**src/rtl/cond_unit_if.sv**
```systemverilog
// Bundles the condition unit's instruction-side inputs and gated/status outputs.
// master drives instruction/decode info; slave is the condition unit itself.
interface cond_unit_if #(
  parameter int CW = 16
);
  logic [3:0]    alu_flags;
  logic [3:0]    cond;
  logic [1:0]    flag_w;
  logic          instr_valid;
  logic          stall;
  logic          pcs;
  logic          reg_w;
  logic          mem_w;
  logic          clr_counts;
  logic          pc_src_o;
  logic          reg_w_o;
  logic          mem_w_o;
  logic          cond_ex_o;
  logic [3:0]    flags_o;
  logic [CW-1:0] exec_count;
  logic [CW-1:0] squash_count;

  modport master (
    output alu_flags, cond, flag_w, instr_valid, stall, pcs, reg_w, mem_w, clr_counts,
    input  pc_src_o, reg_w_o, mem_w_o, cond_ex_o, flags_o, exec_count, squash_count
  );

  modport slave (
    input  alu_flags, cond, flag_w, instr_valid, stall, pcs, reg_w, mem_w, clr_counts,
    output pc_src_o, reg_w_o, mem_w_o, cond_ex_o, flags_o, exec_count, squash_count
  );
endinterface

```
**src/rtl/cond_unit.sv**
```systemverilog
// Conditional-execution unit: evaluates cond against the registered NZCV flags,
// gates decode write enables, updates flags and counts executed/squashed instructions.
module cond_unit #(
  parameter int CW = 16
) (
  input logic       clk,
  input logic       rst,
  cond_unit_if.slave bus
);
  logic [3:0]    flags_q, flags_d;
  logic [CW-1:0] exec_q, exec_d;
  logic [CW-1:0] squash_q, squash_d;
  logic          cond_ex;
  logic          active;
  logic          go;
  logic          n, z, c, v;

  assign n = flags_q[3];
  assign z = flags_q[2];
  assign c = flags_q[1];
  assign v = flags_q[0];

  // NOTE: every signal written here gets a default first so no latch is inferred.
  always_comb begin
    cond_ex = 1'b1;
    case (bus.cond)
      4'h0:    cond_ex = z;
      4'h1:    cond_ex = !z;
      4'h2:    cond_ex = c;
      4'h3:    cond_ex = !c;
      4'h4:    cond_ex = n;
      4'h5:    cond_ex = !n;
      4'h6:    cond_ex = v;
      4'h7:    cond_ex = !v;
      4'h8:    cond_ex = c & !z;
      4'h9:    cond_ex = !c | z;
      4'hA:    cond_ex = (n == v);
      4'hB:    cond_ex = (n != v);
      4'hC:    cond_ex = !z & (n == v);
      4'hD:    cond_ex = z | (n != v);
      default: cond_ex = 1'b1;
    endcase
  end

  assign active = bus.instr_valid & !bus.stall;
  assign go     = cond_ex & active;

  assign bus.cond_ex_o    = cond_ex;
  assign bus.pc_src_o     = bus.pcs & go;
  assign bus.reg_w_o      = bus.reg_w & go;
  assign bus.mem_w_o      = bus.mem_w & go;
  assign bus.flags_o      = flags_q;
  assign bus.exec_count   = exec_q;
  assign bus.squash_count = squash_q;

  // Squashed instructions never touch flags; N,Z and C,V pairs update independently.
  always_comb begin
    flags_d  = flags_q;
    exec_d   = exec_q;
    squash_d = squash_q;
    if (go && bus.flag_w[1]) flags_d[3:2] = bus.alu_flags[3:2];
    if (go && bus.flag_w[0]) flags_d[1:0] = bus.alu_flags[1:0];
    if (bus.clr_counts) begin
      exec_d   = '0;
      squash_d = '0;
    end else if (active) begin
      if (cond_ex) begin
        if (exec_q != {CW{1'b1}}) exec_d = exec_q + CW'(1);
      end else begin
        if (squash_q != {CW{1'b1}}) squash_d = squash_q + CW'(1);
      end
    end
  end

  // NOTE: sequential state uses non-blocking assignments so all flops update together.
  always_ff @(posedge clk) begin
    if (rst) begin
      flags_q  <= '0;
      exec_q   <= '0;
      squash_q <= '0;
    end else begin
      flags_q  <= flags_d;
      exec_q   <= exec_d;
      squash_q <= squash_d;
    end
  end
endmodule

```
**src/flat_wrapper.sv**
```systemverilog
// flat-port wrapper written by rule: the top's interface ports become plain ports
module cond_unit_flat 
#(
  parameter int CW = 16
)
  (clk, rst, bus_alu_flags, bus_cond, bus_flag_w, bus_instr_valid, bus_stall, bus_pcs, bus_reg_w, bus_mem_w, bus_clr_counts, bus_pc_src_o, bus_reg_w_o, bus_mem_w_o, bus_cond_ex_o, bus_flags_o, bus_exec_count, bus_squash_count);
  cond_unit_if #(.CW(CW)) bus_i ();
  input logic clk;
  input logic rst;
  input wire logic [$bits(bus_i.alu_flags)-1:0] bus_alu_flags;
  input wire logic [$bits(bus_i.cond)-1:0] bus_cond;
  input wire logic [$bits(bus_i.flag_w)-1:0] bus_flag_w;
  input wire logic [$bits(bus_i.instr_valid)-1:0] bus_instr_valid;
  input wire logic [$bits(bus_i.stall)-1:0] bus_stall;
  input wire logic [$bits(bus_i.pcs)-1:0] bus_pcs;
  input wire logic [$bits(bus_i.reg_w)-1:0] bus_reg_w;
  input wire logic [$bits(bus_i.mem_w)-1:0] bus_mem_w;
  input wire logic [$bits(bus_i.clr_counts)-1:0] bus_clr_counts;
  output wire logic [$bits(bus_i.pc_src_o)-1:0] bus_pc_src_o;
  output wire logic [$bits(bus_i.reg_w_o)-1:0] bus_reg_w_o;
  output wire logic [$bits(bus_i.mem_w_o)-1:0] bus_mem_w_o;
  output wire logic [$bits(bus_i.cond_ex_o)-1:0] bus_cond_ex_o;
  output wire logic [$bits(bus_i.flags_o)-1:0] bus_flags_o;
  output wire logic [$bits(bus_i.exec_count)-1:0] bus_exec_count;
  output wire logic [$bits(bus_i.squash_count)-1:0] bus_squash_count;
  assign bus_i.alu_flags = bus_alu_flags;
  assign bus_i.cond = bus_cond;
  assign bus_i.flag_w = bus_flag_w;
  assign bus_i.instr_valid = bus_instr_valid;
  assign bus_i.stall = bus_stall;
  assign bus_i.pcs = bus_pcs;
  assign bus_i.reg_w = bus_reg_w;
  assign bus_i.mem_w = bus_mem_w;
  assign bus_i.clr_counts = bus_clr_counts;
  assign bus_pc_src_o = bus_i.pc_src_o;
  assign bus_reg_w_o = bus_i.reg_w_o;
  assign bus_mem_w_o = bus_i.mem_w_o;
  assign bus_cond_ex_o = bus_i.cond_ex_o;
  assign bus_flags_o = bus_i.flags_o;
  assign bus_exec_count = bus_i.exec_count;
  assign bus_squash_count = bus_i.squash_count;
  cond_unit #(.CW(CW)) u_core (.clk(clk), .rst(rst), .bus(bus_i));
endmodule
```
**config.mk**
```make
export PLATFORM = sky130hd
export DESIGN_NAME = cond_unit_flat
export DESIGN_NICKNAME = d
export VERILOG_FILES = /design/src/rtl/cond_unit_if.sv /design/src/rtl/cond_unit.sv /design/src/flat_wrapper.sv
export SDC_FILE = /design/constraint.sdc
export NUM_CORES = 1
export LEC_CHECK = 0
export CORE_ASPECT_RATIO = 0.8
export CORE_MARGIN = 3
export CORE_UTILIZATION = 49
export DETAILED_ROUTE_END_ITERATION = 10
export PLACE_DENSITY = 0.81
export SLEW_MARGIN = 40
export SYNTH_ARGS = -nofsm -noshare
export SYNTH_HDL_FRONTEND = slang
export SYNTH_SLANG_ARGS = --single-unit
```
**constraint.sdc**
```tcl
create_clock -name clk -period 4.1 [get_ports clk]
set_input_delay 1.025 -clock clk [delete_from_list [all_inputs] [get_ports clk]]
set_output_delay 1.025 -clock clk [all_outputs]
set_load 0.02 [all_outputs]
```
# == After elaboration in Yosys (flattened, before gate mapping) ==
# Index checks and enable logic that the tools add are counted.
# classes
bitwise,10
mux,1
n_eq_ne,17
add_sub_neg,2
n_reduce_logical,11
# ops
cell,n
adder 16 x 1 -> 16 bit (second input constant),2
!= test 16 bit (second input constant),2
== test 4 bit (second input constant),6
== test 4 x 3 -> 1 bit (second input constant),4
case mux 1 bit (14 select lines),1
== test 4 x 2 -> 1 bit (second input constant),2
AND 1 bit,7
AND reduction 3 bit,2
zero test 1 bit,5
== test 4 x 1 -> 1 bit (second input constant),1
zero test 4 bit,1
logical AND 1 bit,2
bitwise OR 1 bit,2
OR reduction 2 bit,1
== test 1 bit,1
!= test 1 bit,1
NOT 1 bit,1
# word_totals
wordCells,45
inputBits,18
output_inout_bits,40
ff_bits,36

# == Logic depth before layout (Yosys ltp) ==
# logic_depth
depth_word,5
depth_mapped,9
ltp_nobuf,6

# == Least setup slack after synthesis ==
# No wires, ideal clock.
# synth_path
kind,input to output
startpoint,input port bus_cond[3]
endpoint,output port bus_mem_w_o
path_stages,8
n_path_buf,3
t_required_ns,3.075
slack_ns,0.422
t_arrival_ns,2.653
path_cell_list,buf_2 -> and2_1 -> o221a_1 -> a211oi_1 -> o31a_1 -> buf_6 -> buf_4 -> and2_1
# synth_between
elab_chain_len,4
elab_cells_between_ends,17
classes_between,eq/ne (13); mux (1); bitwise (2); reduce/logical (1)
# synth_rtl
element,line,rtl
"start, declared",flat_wrapper.sv:11,input wire logic [$bits(bus_i.cond)-1:0] bus_cond;
== test 4 bit (tied with other cells),cond_unit.sv:26,case (bus.cond)
case mux 1 bit (14 select lines) (*),cond_unit.sv:26,
AND 1 bit (*),cond_unit.sv:46,assign go = cond_ex & active;
AND 1 bit (*),cond_unit.sv:51,assign bus.mem_w_o = bus.mem_w & go;
"end, declared",flat_wrapper.sv:21,output wire logic [$bits(bus_i.mem_w_o)-1:0] bus_mem_w_o;
# Every way passes the cells marked *; elsewhere a longest branch is shown, timed or not.

# == Final worst setup path ==
# layout_path
startpoint,input port bus_cond[0]
endpoint,output port bus_reg_w_o
# layout_between
elab_chain_len,4
elab_cells_between_ends,17
classes_between,eq/ne (13); mux (1); bitwise (2); reduce/logical (1)
# layout_rtl
element,line,rtl
== test 4 bit (tied with other cells),cond_unit.sv:26,
case mux 1 bit (14 select lines) (*),cond_unit.sv:26,
AND 1 bit (*),cond_unit.sv:46,
AND 1 bit (*),cond_unit.sv:50,assign bus.reg_w_o = bus.reg_w & go;
"end, declared",flat_wrapper.sv:20,output wire logic [$bits(bus_i.reg_w_o)-1:0] bus_reg_w_o;
# Marks and branches as above.

==> metrics.md <==
| Metric | Value |
|---|---|
| Post-layout utilization of the core | `0.7010` |
| Largest net degree at the start of global routing | `30` |
| Clock Latency Late Sink | `300 ps` |
| CTS tree | `yes` |
| Wire length on met3 | `between 300 and 400 um` |
| RSZ-0062 raised after global routing | `false` |
| Final GP Congestion | `0.9321` |
| Antenna Violating Nets Remaining | `0` |
| Vias in the first global route | `between 2k and 2.5k` |
| Post-synth EDFFs | `0` |
| Slew @ Worst Pin | `between 600 and 700 ps` |
| Post-Syn Area | `~2200 um^2` |
| Post-Route M1 WL | `approximately 2700 um` |
| Min-Delay Path Class | `register to register` |
| Drt drc | `0` |
| Critical path's slowest cell | `clkdlybuf4s50_1` |
| Mapped Nets | `284` |
| Status | `finished clean` |
| Top-level I/O count | `just under 60` |
| Detail Route met2 WL | `about 2600 um` |
| Global route total overflow | `0` |
| Final Cycle Share | `0.9729` |
| Setup crit start | `bus_cond[0]` |
| Die X | `80.46 um` |
| Main synth FF type | `dfxtp_1` |
| Final Skew | `approximately 8.7 ps` |
| Wire per inst | `14.83 um` |
| Most frequent cells in the layout | `51 x clkdlybuf4s50_1, 36 x dfxtp_1, 30 x nand2_1, 26 x a21oi_1, 18 x buf_4` |
| Clock Path Buffers | `2` |
| Gr usage total | `0.2329` |
| Final HPWL DP | `4138 um` |
| Crit start category | `primary input` |
| Slew Limit Fails | `0` |
| Routed vias | `roughly 2.3k` |
| CTS root buffer | `clkbuf_8` |
| Area Growth Syn to Fin | `36.44%` |
| Vias per cell | `approximately 6` |
| Most common cell after layout, fill and taps aside | `clkdlybuf4s50_1` |
| Share of cells above drive strength 1 | `0.1205` |
| Die height | `between 60 and 70 um` |
| First-pass GRT wire length | `roughly 9800 um` |
| Arrival @ worst endpoint | `roughly 3000 ps` |
| Total detailed-routing wirelength | `roughly 5800 um` |
| CP max FO | `4` |
| Post-Syn Instances | `264` |
| Setup Viol. Count Final | `0` |
| Core Area | `about 4200 um^2` |
| Top Layer Used | `met4` |
| Pwr Density | `between 200 and 300 nW/um^2` |
| Die ar. | `about 5300 um^2` |
| Initial Util | `0.5138` |
| Final hold vios | `0` |
| VDD IR max | `approximately 0.15 mV` |
| Reg-to-reg slack, setup | `1670 ps` |
| Total Negative Setup Slacks | `0 ps` |
| Clock transition at path regs | `approximately 80 ps` |
| Hold path startpoint | `u_core.bus.squash_count[8]` |
| YS warnings | `0` |
| Worst reg2reg startpoint | `u_core.bus.flags_o[0]` |
| Yosys reg bits | `36` |
| Critical path endpoint category | `output port` |
| Crit-path max cell delay | `between 500 and 600 ps` |
| WHS | `approximately 500 ps` |
| Antenna Cells | `0` |
| Total Nets Final | `351` |
| Post-synth ARST share | `0` |
| Clk sink count | `36` |
| Max H-tree Level | `2` |
| CP required | `approximately 3100 ps` |
| Fin crit period | `between 3000 and 4000 ps` |
| Pwr Total | `roughly 0.77 mW` |
| Static Leak | `1.050 nW` |
| CP cell instances | `clkdlybuf4s50_1 > o31ai_4 > o32a_1 > o31a_1 > and2_1 > dlygate4sd2_1` |
| Hold-fix buffers at CTS | `0` |
| Max Clk Rate | `roughly 250 MHz` |
| Site Rows | `21` |
| Initial antenna violation count | `0` |
| Max-slew headroom | `0.5741` |
| Mean Syn Cell Area | `approximately 8.2 um^2` |
| I/O Buffers | `57` |
| TritonCTS Buffers | `5` |
| Crit Path Category | `primary input to output port` |
| Router iterations before antenna repair | `4` |
| Post-CTS Setup Inserts | `0` |
| Iteration-0 DRC Markers | `around 120` |
| Sequential share of the synthesized area | `0.3316` |
| Max-cap violations | `0` |
| Synth cell types | `52` |
[cell usage after synthesis, drive strengths merged, types with 2 or more instances]
cell type  instances  share of area
and2               5          0.014
and4               4          0.016
dfxtp             36           0.33
o21ai             14          0.032
nor2b              2         0.0058
o41ai              2         0.0081
or3b               2         0.0081
a31o               6          0.024
or2                2         0.0058
a41o               3          0.014
nor4               2         0.0058
buf                8          0.032
o211ai             5          0.020
inv                6          0.010
nand4b             4          0.016
a21oi             28          0.068
nor2              16          0.028
nand3             15          0.035
ha                 2          0.012
or4                9          0.031
o31ai              6          0.033
o21a               2         0.0069
and3               4          0.012
nand4              8          0.030
clkbuf             7          0.012
o31a               4          0.016
or3                9          0.026
nor3               4         0.0092
nand2             30          0.052
a31oi              4          0.012
[per-stage QoR]
step	cell area [um^2]	cells	worst slack (ps)
final	2965	389	111.0
after global routing	2965	389	37.40
after CTS	2965	389	107.0
after detailed placement	2854	381	-402.7
after global placement	2854	381	-355.4
after floorplan	2173	264	421.6
[flip-flops by register name, summed over array words and instances (netlist names)]
name and cells:
u_core.bus.exec_count 16, u_core.bus.flags_o 4, u_core.bus.squash_count 16
[worst max-delay path: cells and delay by family]
family	cells	cell delay, ps
buffers and inverters	2	890
AND/OR/NAND/NOR	1	190
AO/OA/AOI/OAI	3	850
[metal layers]
metal  track usage  vias up
li1              -     1146
met1        0.3145     1107
met2        0.3698       82
met3       0.04110        9
met4       0.08861        0
met5             0        -
[where the power goes]
group          total [mW]  internal [mW]  switching, mW
Clock               0.317          0.180          0.137
Combinational      0.0996         0.0474         0.0522
Sequential          0.354          0.351        0.00304
[logic make-up (layout without fill, tap and decap cells)]
family                   Yosys count  count (layout)  share of synthesized area
AO/OA/AOI/OAI                     83              83                     0.2821
XOR/XNOR                           2               2                   0.008061
adder cells (fa/ha/maj)            2               2                    0.01151
buffers and inverters             21              89                    0.05469
flip-flops                        36              36                     0.3316
multiplexers                       1               1                   0.006906
AND/OR/NAND/NOR                  119             119                     0.3051
[timing repair]
action	CTS	global route
gates resized for setup	9	0
endpoints found under the setup margin	4	0
endpoints found under the hold margin	0	0
[worst paths after layout]
kind         cells past startpoint                           to
max reg2reg                      8  u_core.bus.squash_count[12]
max                              6                  bus_reg_w_o
min                              2   u_core.bus.squash_count[8]
min reg2reg                      2   u_core.bus.squash_count[8]
[area by class of cell]
cell class / instances / area [um^2]
Sequential cell: 36 / 720.7
Inverter: 6 / 22.52
Clock buffer: 5 / 68.82
Clock inverter: 3 / 42.54
Tap cell: 57 / 71.32
Fill cell: 360 / 1265
Timing Repair Buffer: 75 / 700.7
Multi-Input combinational cell: 207 / 1339
Note: power is estimated with default switching activity, not from simulation.
